### src/rtl/mem_port_arbiter.sv
// mem_port_arbiter: two-client round-robin arbiter with one outstanding memory transaction
// Port 0 carries instruction fetch, port 1 carries data load/store.
// Ports:
//   clk, reset (synchronous, active-low)
//   cN_req_{type,address,data,length,valid} in / cN_req_ready out   client request, N=0,1
//   cN_resp_{address,data,valid} out / cN_resp_ready in            client response
//   mem_req_{type,address,data,length,valid} out / mem_req_ready in  memory request (registered)
//   mem_resp_{address,data,valid} in / mem_resp_ready out            memory response (registered ready)
//   err_timeout out: sticky watchdog flag, only active when ARB_TIMEOUT_EN is defined
module mem_port_arbiter #(
  parameter int XLEN = 64
) (
  input  logic            clk,
  input  logic            reset,
  input  logic            c0_req_type,
  input  logic [XLEN-1:0] c0_req_address,
  input  logic [XLEN-1:0] c0_req_data,
  input  logic [1:0]      c0_req_length,
  input  logic            c0_req_valid,
  output logic            c0_req_ready,
  output logic [XLEN-1:0] c0_resp_address,
  output logic [XLEN-1:0] c0_resp_data,
  output logic            c0_resp_valid,
  input  logic            c0_resp_ready,
  input  logic            c1_req_type,
  input  logic [XLEN-1:0] c1_req_address,
  input  logic [XLEN-1:0] c1_req_data,
  input  logic [1:0]      c1_req_length,
  input  logic            c1_req_valid,
  output logic            c1_req_ready,
  output logic [XLEN-1:0] c1_resp_address,
  output logic [XLEN-1:0] c1_resp_data,
  output logic            c1_resp_valid,
  input  logic            c1_resp_ready,
  output logic            mem_req_type,
  output logic [XLEN-1:0] mem_req_address,
  output logic [XLEN-1:0] mem_req_data,
  output logic [1:0]      mem_req_length,
  output logic            mem_req_valid,
  input  logic            mem_req_ready,
  input  logic [XLEN-1:0] mem_resp_address,
  input  logic [XLEN-1:0] mem_resp_data,
  input  logic            mem_resp_valid,
  output logic            mem_resp_ready,
  output logic            err_timeout
);
  typedef enum logic [1:0] {IDLE, ISSUE, WAIT, RETURN} state_t;
  state_t          state_q;
  logic            last_q, owner_q, gnt_d, acc_d;
  logic            mem_req_type_q, mem_req_valid_q, mem_resp_ready_q;
  logic [XLEN-1:0] mem_req_address_q, mem_req_data_q;
  logic [1:0]      mem_req_length_q;
  logic            c0_resp_valid_q, c1_resp_valid_q;
  logic [XLEN-1:0] c0_resp_address_q, c0_resp_data_q, c1_resp_address_q, c1_resp_data_q;
  // A lone requester wins outright; a tie or no request points at the port not granted last.
  always_comb begin
    gnt_d = (c0_req_valid ^ c1_req_valid) ? c1_req_valid : ~last_q;
    acc_d = (state_q == IDLE) && (gnt_d ? c1_req_valid : c0_req_valid);
  end
  assign c0_req_ready    = (state_q == IDLE) && !gnt_d;
  assign c1_req_ready    = (state_q == IDLE) && gnt_d;
  assign mem_req_type    = mem_req_type_q;
  assign mem_req_address = mem_req_address_q;
  assign mem_req_data    = mem_req_data_q;
  assign mem_req_length  = mem_req_length_q;
  assign mem_req_valid   = mem_req_valid_q;
  assign mem_resp_ready  = mem_resp_ready_q;
  assign c0_resp_address = c0_resp_address_q;
  assign c0_resp_data    = c0_resp_data_q;
  assign c0_resp_valid   = c0_resp_valid_q;
  assign c1_resp_address = c1_resp_address_q;
  assign c1_resp_data    = c1_resp_data_q;
  assign c1_resp_valid   = c1_resp_valid_q;
  always_ff @(posedge clk)
    if (!reset) begin
      state_q           <= IDLE;
      last_q            <= 1'b1;
      owner_q           <= 1'b0;
      mem_req_type_q    <= 1'b0;
      mem_req_address_q <= '0;
      mem_req_data_q    <= '0;
      mem_req_length_q  <= '0;
      mem_req_valid_q   <= 1'b0;
      mem_resp_ready_q  <= 1'b0;
      c0_resp_valid_q   <= 1'b0;
      c1_resp_valid_q   <= 1'b0;
      c0_resp_address_q <= '0;
      c0_resp_data_q    <= '0;
      c1_resp_address_q <= '0;
      c1_resp_data_q    <= '0;
    end else
      case (state_q)
        IDLE: if (acc_d) begin
          mem_req_type_q    <= gnt_d ? c1_req_type : c0_req_type;
          mem_req_address_q <= gnt_d ? c1_req_address : c0_req_address;
          mem_req_data_q    <= gnt_d ? c1_req_data : c0_req_data;
          mem_req_length_q  <= gnt_d ? c1_req_length : c0_req_length;
          mem_req_valid_q   <= 1'b1;
          owner_q           <= gnt_d;
          last_q            <= gnt_d;
          state_q           <= ISSUE;
        end
        ISSUE: if (mem_req_ready) begin
          mem_req_valid_q  <= 1'b0;
          mem_resp_ready_q <= 1'b1;
          state_q          <= WAIT;
        end
        WAIT: if (mem_resp_valid) begin
          mem_resp_ready_q <= 1'b0;
          if (owner_q) begin
            c1_resp_address_q <= mem_resp_address;
            c1_resp_data_q    <= mem_resp_data;
            c1_resp_valid_q   <= 1'b1;
          end else begin
            c0_resp_address_q <= mem_resp_address;
            c0_resp_data_q    <= mem_resp_data;
            c0_resp_valid_q   <= 1'b1;
          end
          state_q <= RETURN;
        end
        default: if (owner_q ? c1_resp_ready : c0_resp_ready) begin
          c0_resp_valid_q <= 1'b0;
          c1_resp_valid_q <= 1'b0;
          state_q         <= IDLE;
        end
      endcase
`ifdef ARB_TIMEOUT_EN
  logic [31:0] wait_cnt_q;
  logic        err_q;
  // The flag only reports a stuck memory; the FSM keeps waiting regardless.
  always_ff @(posedge clk)
    if (!reset) begin
      wait_cnt_q <= '0;
      err_q      <= 1'b0;
    end else if (state_q == ISSUE && mem_req_ready)
      wait_cnt_q <= '0;
    else if (state_q == WAIT && !mem_resp_valid) begin
      wait_cnt_q <= wait_cnt_q + 32'd1;
      if (wait_cnt_q == 32'd1023) err_q <= 1'b1;
    end
  assign err_timeout = err_q;
`else
  assign err_timeout = 1'b0;
`endif
endmodule

### config.mk
export PLATFORM = sky130hd
export DESIGN_NAME = mem_port_arbiter
export DESIGN_NICKNAME = d
export VERILOG_FILES = /design/src/rtl/mem_port_arbiter.sv
export SDC_FILE = /design/constraint.sdc
export NUM_CORES = 1
export LEC_CHECK = 0
export CORE_AREA = 2 2 308 310
export CTS_CLUSTER_DIAMETER = 50
export CTS_CLUSTER_SIZE = 10
export DETAILED_ROUTE_END_ITERATION = 8
export DIE_AREA = 0 0 310 312
export HOLD_SLACK_MARGIN = 0.03
export SLEW_MARGIN = 15
export SYNTH_ARGS = -nofsm -noshare
export SYNTH_HDL_FRONTEND = slang
export SYNTH_SLANG_ARGS = --single-unit
### constraint.sdc
create_clock -name clk -period 2.5 [get_ports clk]
set_input_delay 0.375 -clock clk [delete_from_list [all_inputs] [get_ports clk]]
set_output_delay 0.375 -clock clk [all_outputs]
set_load 0.02 [all_outputs]
# Yosys cells after proc, flatten, opt, wreduce, memory -nomap -nowiden
# Cells that the tools add are included.
[totals]
reg_bits = 395
latchBits = 0
mem_bits_rw = 0
rom_bits = 0
output_inout_bits = 394
n_memories = 0
[op_classes]
add_sub_neg = 0
n_mul = 0
div_mod_pow = 0
n_lt_le_gt_ge = 0
eq_ne = 7
n_shift = 0
n_mux = 25
bitwise_logic = 4
reduce_logical = 18
[op_table]
columns = ["cell", "n"]
rows = [
  ["64-bit 2-to-1 mux", 2],
  ["1-bit 2-to-1 mux", 13],
  ["3-bit AND reduction", 4],
  ["4-bit AND reduction", 3],
  ["2-bit 2-to-1 mux", 5],
  ["2-bit inequality test (second input constant)", 5],
  ["1-bit case mux with 2 select lines", 4],
  ["2-bit case mux with 3 select lines", 1],
  ["2-bit nonzero test", 3],
  ["4-bit nonzero test", 1],
  ["1-bit logical AND", 3],
  ["1-bit inverter", 3],
  ["2-bit by 1-bit equality test with 1-bit output (second input constant)", 1],
  ["2-bit equality test (second input constant)", 1],
  ["2-bit zero test", 1],
  ["2-bit AND reduction", 1],
  ["2-bit OR reduction", 1],
  ["1-bit zero test", 1],
  ["1-bit XOR", 1],
]

# Depth between registers and ports, before layout
[depth]
word_depth = 6
mapped_depth = 9
mapped_depth_nobuf = 6

# Worst setup path after synthesis
# Ideal clock, no wire load.
[synth_timing]
kind = "input -> output"
startpoint = "input c0_req_valid"
endpoint = "output c0_req_ready"
arrival_time_ps = 1526
setup_slack_ps = 599
cell_stages = 7
path_buffers = 3
path_cell_list = "inv_1 ha_1 a21oi_1 buf_2 buf_6 buf_6 and2_1"
[synth_via]
elab_chain_len = 4
[synth_rtl]
columns = ["item", "line", "rtl"]
rows = [
  ["start: declaration", "19", "input logic c0_req_valid,"],
  ["1-bit XOR", "57", "gnt_d = (c0_req_valid ^ c1_req_valid) ? c1_req_valid : ~last_q;"],
  ["1-bit 2-to-1 mux", "57", ""],
  ["1-bit zero test", "60", "assign c0_req_ready = (state_q == IDLE) && !gnt_d;"],
  ["1-bit logical AND", "60", ""],
  ["end: declaration", "20", "output logic c0_req_ready,"],
]
# Every way passes these cells.

# Final worst setup path
[layout_timing]
startpoint = "input c1_req_valid"
endpoint = "output c0_req_ready"
[layout_via]
elab_chain_len = 4
[layout_rtl]
columns = ["item", "line", "rtl"]
rows = [
  ["start: declaration", "29", "input logic c1_req_valid,"],
  ["1-bit XOR", "57", ""],
  ["1-bit 2-to-1 mux *", "57", ""],
  ["1-bit zero test *", "60", ""],
  ["1-bit logical AND *", "60", ""],
]
# Mark *: on every way between the ends. The rest lies on a longest branch, timed or not.

==> results.py <==
metrics = {
    "sta": {
        "fin_crit_sh_pct": 94.6,
        "hold_violations": 0,
        "hold_ws_ns": 0.160,
        "worst_pin_slew_ns": 0.682,
        "slew_viol_final": 0,
        "fmax_mhz": 423,
        "finClkSkew_ns": 0.0205,
        "maxSlewHeadroom_pct": 54.4,
        "setup_viol": 0,
        "setup_slack_ns": 0.135,
        "rsz0062_at_grt": "false",
        "period_needed_ns": 2.36,
    },
    "worst_setup_path": {
        "crit_type": "in2out",
        "crit_arrival_ns": 1.99,
        "cp-start-kind": "input pin",
        "r2r_slack_ns": 0.51,
        "worstPathRequired_ns": 2.12,
        "crit_path_end_kind": "output port",
        "crit_fanout": 5,
    },
    "die": {
        "initial_core_util_pct": 16.7,
        "std_cell_rows": 112,
        "die_w_um": 310,
        "die_h_um": 312,
        "design.core.area_sq_mm": 0.0930,
        "ios": 792,
        "die_area_sq_mm": 0.0967,
    },
    "routing": {
        "vias": 15200,
        "wirelength_um": 73200,
        "highest_layer": "met5",
        "wl_per_cell_um": 19.1,
        "ant_nets": 0,
        "wl_met1_um": 28100,
        "first_iter_violations": 738,
        "drc_errors": 0,
        "dr_wl_met3_um": 6960,
        "via_per_inst": 3.95,
        "wl_met2_um": 35200,
        "first_pass_iters": 5,
    },
    "place": {
        "hpwlAfterDp_um": 58800,
        "dp.cells": 3742,
        "port_buffers": 790,
        "pre_cts_ws_ns": -0.438,
        "gp_congestion": 0.858,
        "dpl_cell_area_sq_mm": 0.0252,
    },
    "logic_synthesis": {
        "syn_area_sq_mm": 0.0155,
        "synthFlopType": "dfxtp_1",
        "yosysUniqueCellTypes": 25,
        "synth-edff-count": 0,
        "syn_nets": 2158,
        "ys_seq_area_share_pct": 51.0,
        "synthArstFlopShare_pct": 0,
        "synth_seq_cells": 395,
        "yosysWarnings": 0,
        "netlist_instances": 1756,
        "avgSynthCellArea_sq_um": 8.83,
    },
    "power": {
        "peakVddDrop_uv": 479,
        "p_leak_nw": 9.79,
        "p_per_area_mw_per_mm2": 857,
    },
    "global_routing": {
        "grt_pass1_wl_um": 102000,
        "grt_max_degree": 84,
        "antenna_found_initial": 15,
        "grt_usage_pct": 14.4,
        "grt_pass1_vias": 14800,
        "grt_remaining_overflow": 0,
    },
    "clocking": {
        "root_buffer": "clkbuf_16",
        "clk_pin_slew_ns": 0.05,
        "cts_inserted_buffers": 57,
        "htree_levels": 2,
        "clock-sinks": 395,
        "cts_hold_buf": 0,
        "cts_tree": "built",
        "clk_latency_ns": 0.64,
        "clockBufferDepth": 3,
    },
    "cells_and_area": {
        "final_cell_mix": "785 x clkdlybuf4s50_1, 520 x nand2_1, 395 x dfxtp_1",
        "fin_nets": 2949,
        "final_cells": 3841,
        "final_common_cell": "clkdlybuf4s50_1",
        "syn2layout_area_growth_pct": 74.2,
        "fin_area_sq_mm": 0.0270,
        "drive_gt1_share_pct": 7.17,
    },
    "min_path": {
        "min_path_type": "in2reg",
    },
    "status": {
        "status": "complete, no violations",
    },
    "run": {
        "cap_violations": 0,
    },
}
-- worst max-delay path, cell delays in order --
cell,delay [ns]
clkdlybuf4s50_1,0.47
inv_1,0.04
ha_1,0.32
nor2_1,0.08
a21oi_4,0.21
and2_1,0.15
dlygate4sd2_1,0.33
-- metal layers --
layer  up-vias  GRT usage, %
met5         -             0
met4        12          6.63
met3       130          5.47
met2       609          24.5
met1      6941          15.7
li1       7495             -
-- stage by stage --
step / setup TNS (ns) / total power [mW] / util (%)
6_report: 0 / 23.1 / 29.0
3_3_place_gp: -36.32 / 15.6 / 27.1
4_1_cts: 0 / 23.5 / 29.0
5_1_grt: 0 / 24.2 / 29.0
3_5_place_dp: -38.57 / 15.6 / 27.1
2_1_floorplan: 0 / 11.5 / -
-- cells by family after synthesis --
group	Yosys count	synth area share [%]
mux	133	8.59
compound gates	531	21.4
other cells	1	0.0242
flops	395	51.0
fa+ha+maj	4	0.323
buf+inv	151	5.39
simple gates	541	13.3
-- layout make-up --
| class | count | area (sq um) |
|---|---|---|
| multi-input cells | 1210 | 6800 |
| repair buffers | 878 | 8890 |
| well taps | 1254 | 1570 |
| clock inverters | 26 | 284 |
| clock buffers | 65 | 1510 |
| inverters | 5 | 18.8 |
| flip-flops and latches | 395 | 7910 |
| fillers | 9912 | 66000 |
| diodes | 8 | 20.0 |
-- cell usage after synthesis (2+ instances only) --
cell type  count  area (sq um)
nand3_1        3          15.0
o41ai_1        2          17.5
mux2i_1      133          1330
nand2b_1       2          12.5
and2_1         4          25.0
o21ai_0      134           671
a21oi_1      135           676
nor2_1         9          33.8
a21boi_1      10          75.1
buf_6         20           225
a21boi_0     247          1850
buf_2         41           205
clkbuf_1      66           248
dfxtp_1      395          7910
buf_4         18           135
nand2_1      520          1950
o2bb2ai_1      2          17.5
inv_1          5          18.8
ha_1           4          50.1
-- path summary, 6_finish.rpt --
path | start | endpoint | cells after the start
setup / recovery | c1_req_valid | c0_req_ready | 7
hold / removal | reset | c0_resp_address[53]$_SDFFE_PN0P_ | 2
setup reg to reg | state_q[0]$_SDFFE_PN0P_ | c0_resp_address[2]$_SDFFE_PN0P_ | 7
hold reg to reg | c0_resp_address[62]$_SDFFE_PN0P_ | c0_resp_address[62]$_SDFFE_PN0P_ | 2
-- state kept, by name (all words and copies together), names as in the netlist --
name	cells
c0_resp_data	64
c1_resp_address	64
c0_resp_valid	1
mem_req_type	1
last_q	1
mem_resp_ready	1
c1_resp_data	64
mem_req_data	64
mem_req_address	64
c1_resp_valid	1
c0_resp_address	64
owner_q	1
state_q	2
mem_req_valid	1
mem_req_length	2
-- report_power, final --
part	internal [mW]	switching, mW	total, mW
Combinational	3.39	4.21	7.60
Clock	4.60	3.12	7.72
Sequential	7.25	0.569	7.82
-- timing repair --
action | 4_1_cts | 5_1_grt
setup endpoints to repair | 2 | 0
buffers inserted | 0 | 0
gates resized for setup | 5 | 0
(Power assumes the default switching activity.)
==> RTL edit, RTL diff (same flow settings) <==
The 4 states of `state_t` get a one-hot encoding in 4 bits.
--- a/src/rtl/mem_port_arbiter.sv
+++ b/src/rtl/mem_port_arbiter.sv
@@ -44,7 +44,7 @@
   output logic            mem_resp_ready,
   output logic            err_timeout
 );
-  typedef enum logic [1:0] {IDLE, ISSUE, WAIT, RETURN} state_t;
+  typedef enum logic [3:0] {IDLE = 4'b0001, ISSUE = 4'b0010, WAIT = 4'b0100, RETURN = 4'b1000} state_t;
   state_t          state_q;
   logic            last_q, owner_q, gnt_d, acc_d;
   logic            mem_req_type_q, mem_req_valid_q, mem_resp_ready_q;
Formal check against the unedited RTL: no difference found for any inputs over 4 cycles, from zero or initial values and one cycle with reset low; so few cycles prove little.
==> RTL edit against the original RTL <==
Worst setup slack improved by 0.095 ns; power decreased by 11%; sequential cell count increased by 2; cell count increased by 0.23%; routed wire length decreased by 2.1%; cell area increased by 1.5%; area after synthesis increased by 0.31%; count of clock-buffer cells in the layout increased by 19.
==> RTL edit: results (changes against the original RTL) <==
* TritonRoute pass-1 iters at 6 (was 5)
* Met3 wire length at 7110 um (was 6960 um)
* CP startpoint: state_q[2] (was c1_req_valid)
* Crit Reg-Reg Endpoint: c0_resp_data[21] (was c0_resp_address[2])
* Met3 Use GR at 0.0570 (was 0.0547)
* Multi-input gate area at 6890 um2 (was 6800 um2)
* Synth unique cells at 38 (was 25)
* Layout Nets at 2,944 (was 2,949)
* Storage cell area at 7950 um2 (was 7910 um2)
* Syn_nets at 2,161 (was 2,158)
* Reg2Reg Setup Slack at 0.43 ns (was 0.51 ns)
* Combinational power at 0.00435 W (was 0.00760 W)
* Leakage at 9.80 nW (was 9.79 nW)
* Worst-path fanout max at 8 (was 5)
* Clock network area share at 0.0810 (was 0.0663)
* Met2 Wirelength at 33,300 um (was 35,200 um)
* Reg2reg start: state_q[0] (unchanged)
* Iter 0 DRT Violations at 785 (was 738)
* Inverters at 4 (was 5)
* #FFs+latches synth at 397 (was 395)
* DR vias at 15,300 (was 15,200)
* Post-DP HPWL at 53,600 um (was 58,800 um)
* # fillers at 9,846 (was 9,912)
* Area share of fa/ha/maj cells after synthesis at 0.000805 (was 0.00323)
* Status: finished clean (unchanged)
* Synth Area in Compound Gates at 0.186 (was 0.214)
* GR Util met1 at 0.167 (was 0.157)
* CTS Buf Count at 67 (was 57)
* Top post-synthesis cells by area: dfxtp_1 51%, nand2_1 12%, mux2i_1 8.5% (was dfxtp_1 51%, nand2_1 13%, a21boi_0 12%)
* DP Area at 25,200 um2 (about the same)
* Grt met2 use at 0.230 (was 0.245)
* Clock-net power at 0.00919 W (was 0.00772 W)
* Antenna violations before repair at 9 (was 15)
* CTS-repair resized insts at 2 (was 5)
* Pre-CTS setup slack at -0.122 ns (was -0.438 ns)
[RTL edit: cell count changes after synthesis, moves of 12 or more]
| cell | change |
|---|---|
| a21boi_0 | -247 |
| a211oi_1 | +27 |
| a211oi_2 | +104 |
| buf_4 | -12 |
| a21oi_1 | +127 |
| clkbuf_1 | +13 |
| o21ai_0 | -130 |
| nor2_1 | +130 |
[RTL edit: metrics by stage]
stage	setup TNS, ns	instances	utilization
after global routing	0	3848	0.295
after floorplan	0	1762	-
after detailed placement	-2.69	3730	0.271
after global placement	-3.29	3730	0.271
after CTS	0	3846	0.295
final	0	3850	0.295
[RTL edit: critical path, stage by stage, from the launching register on]
cell,delay (ns)
dfxtp_1,0.39
or4b_4,0.60
nor2_1,0.12
clkbuf_2,0.18
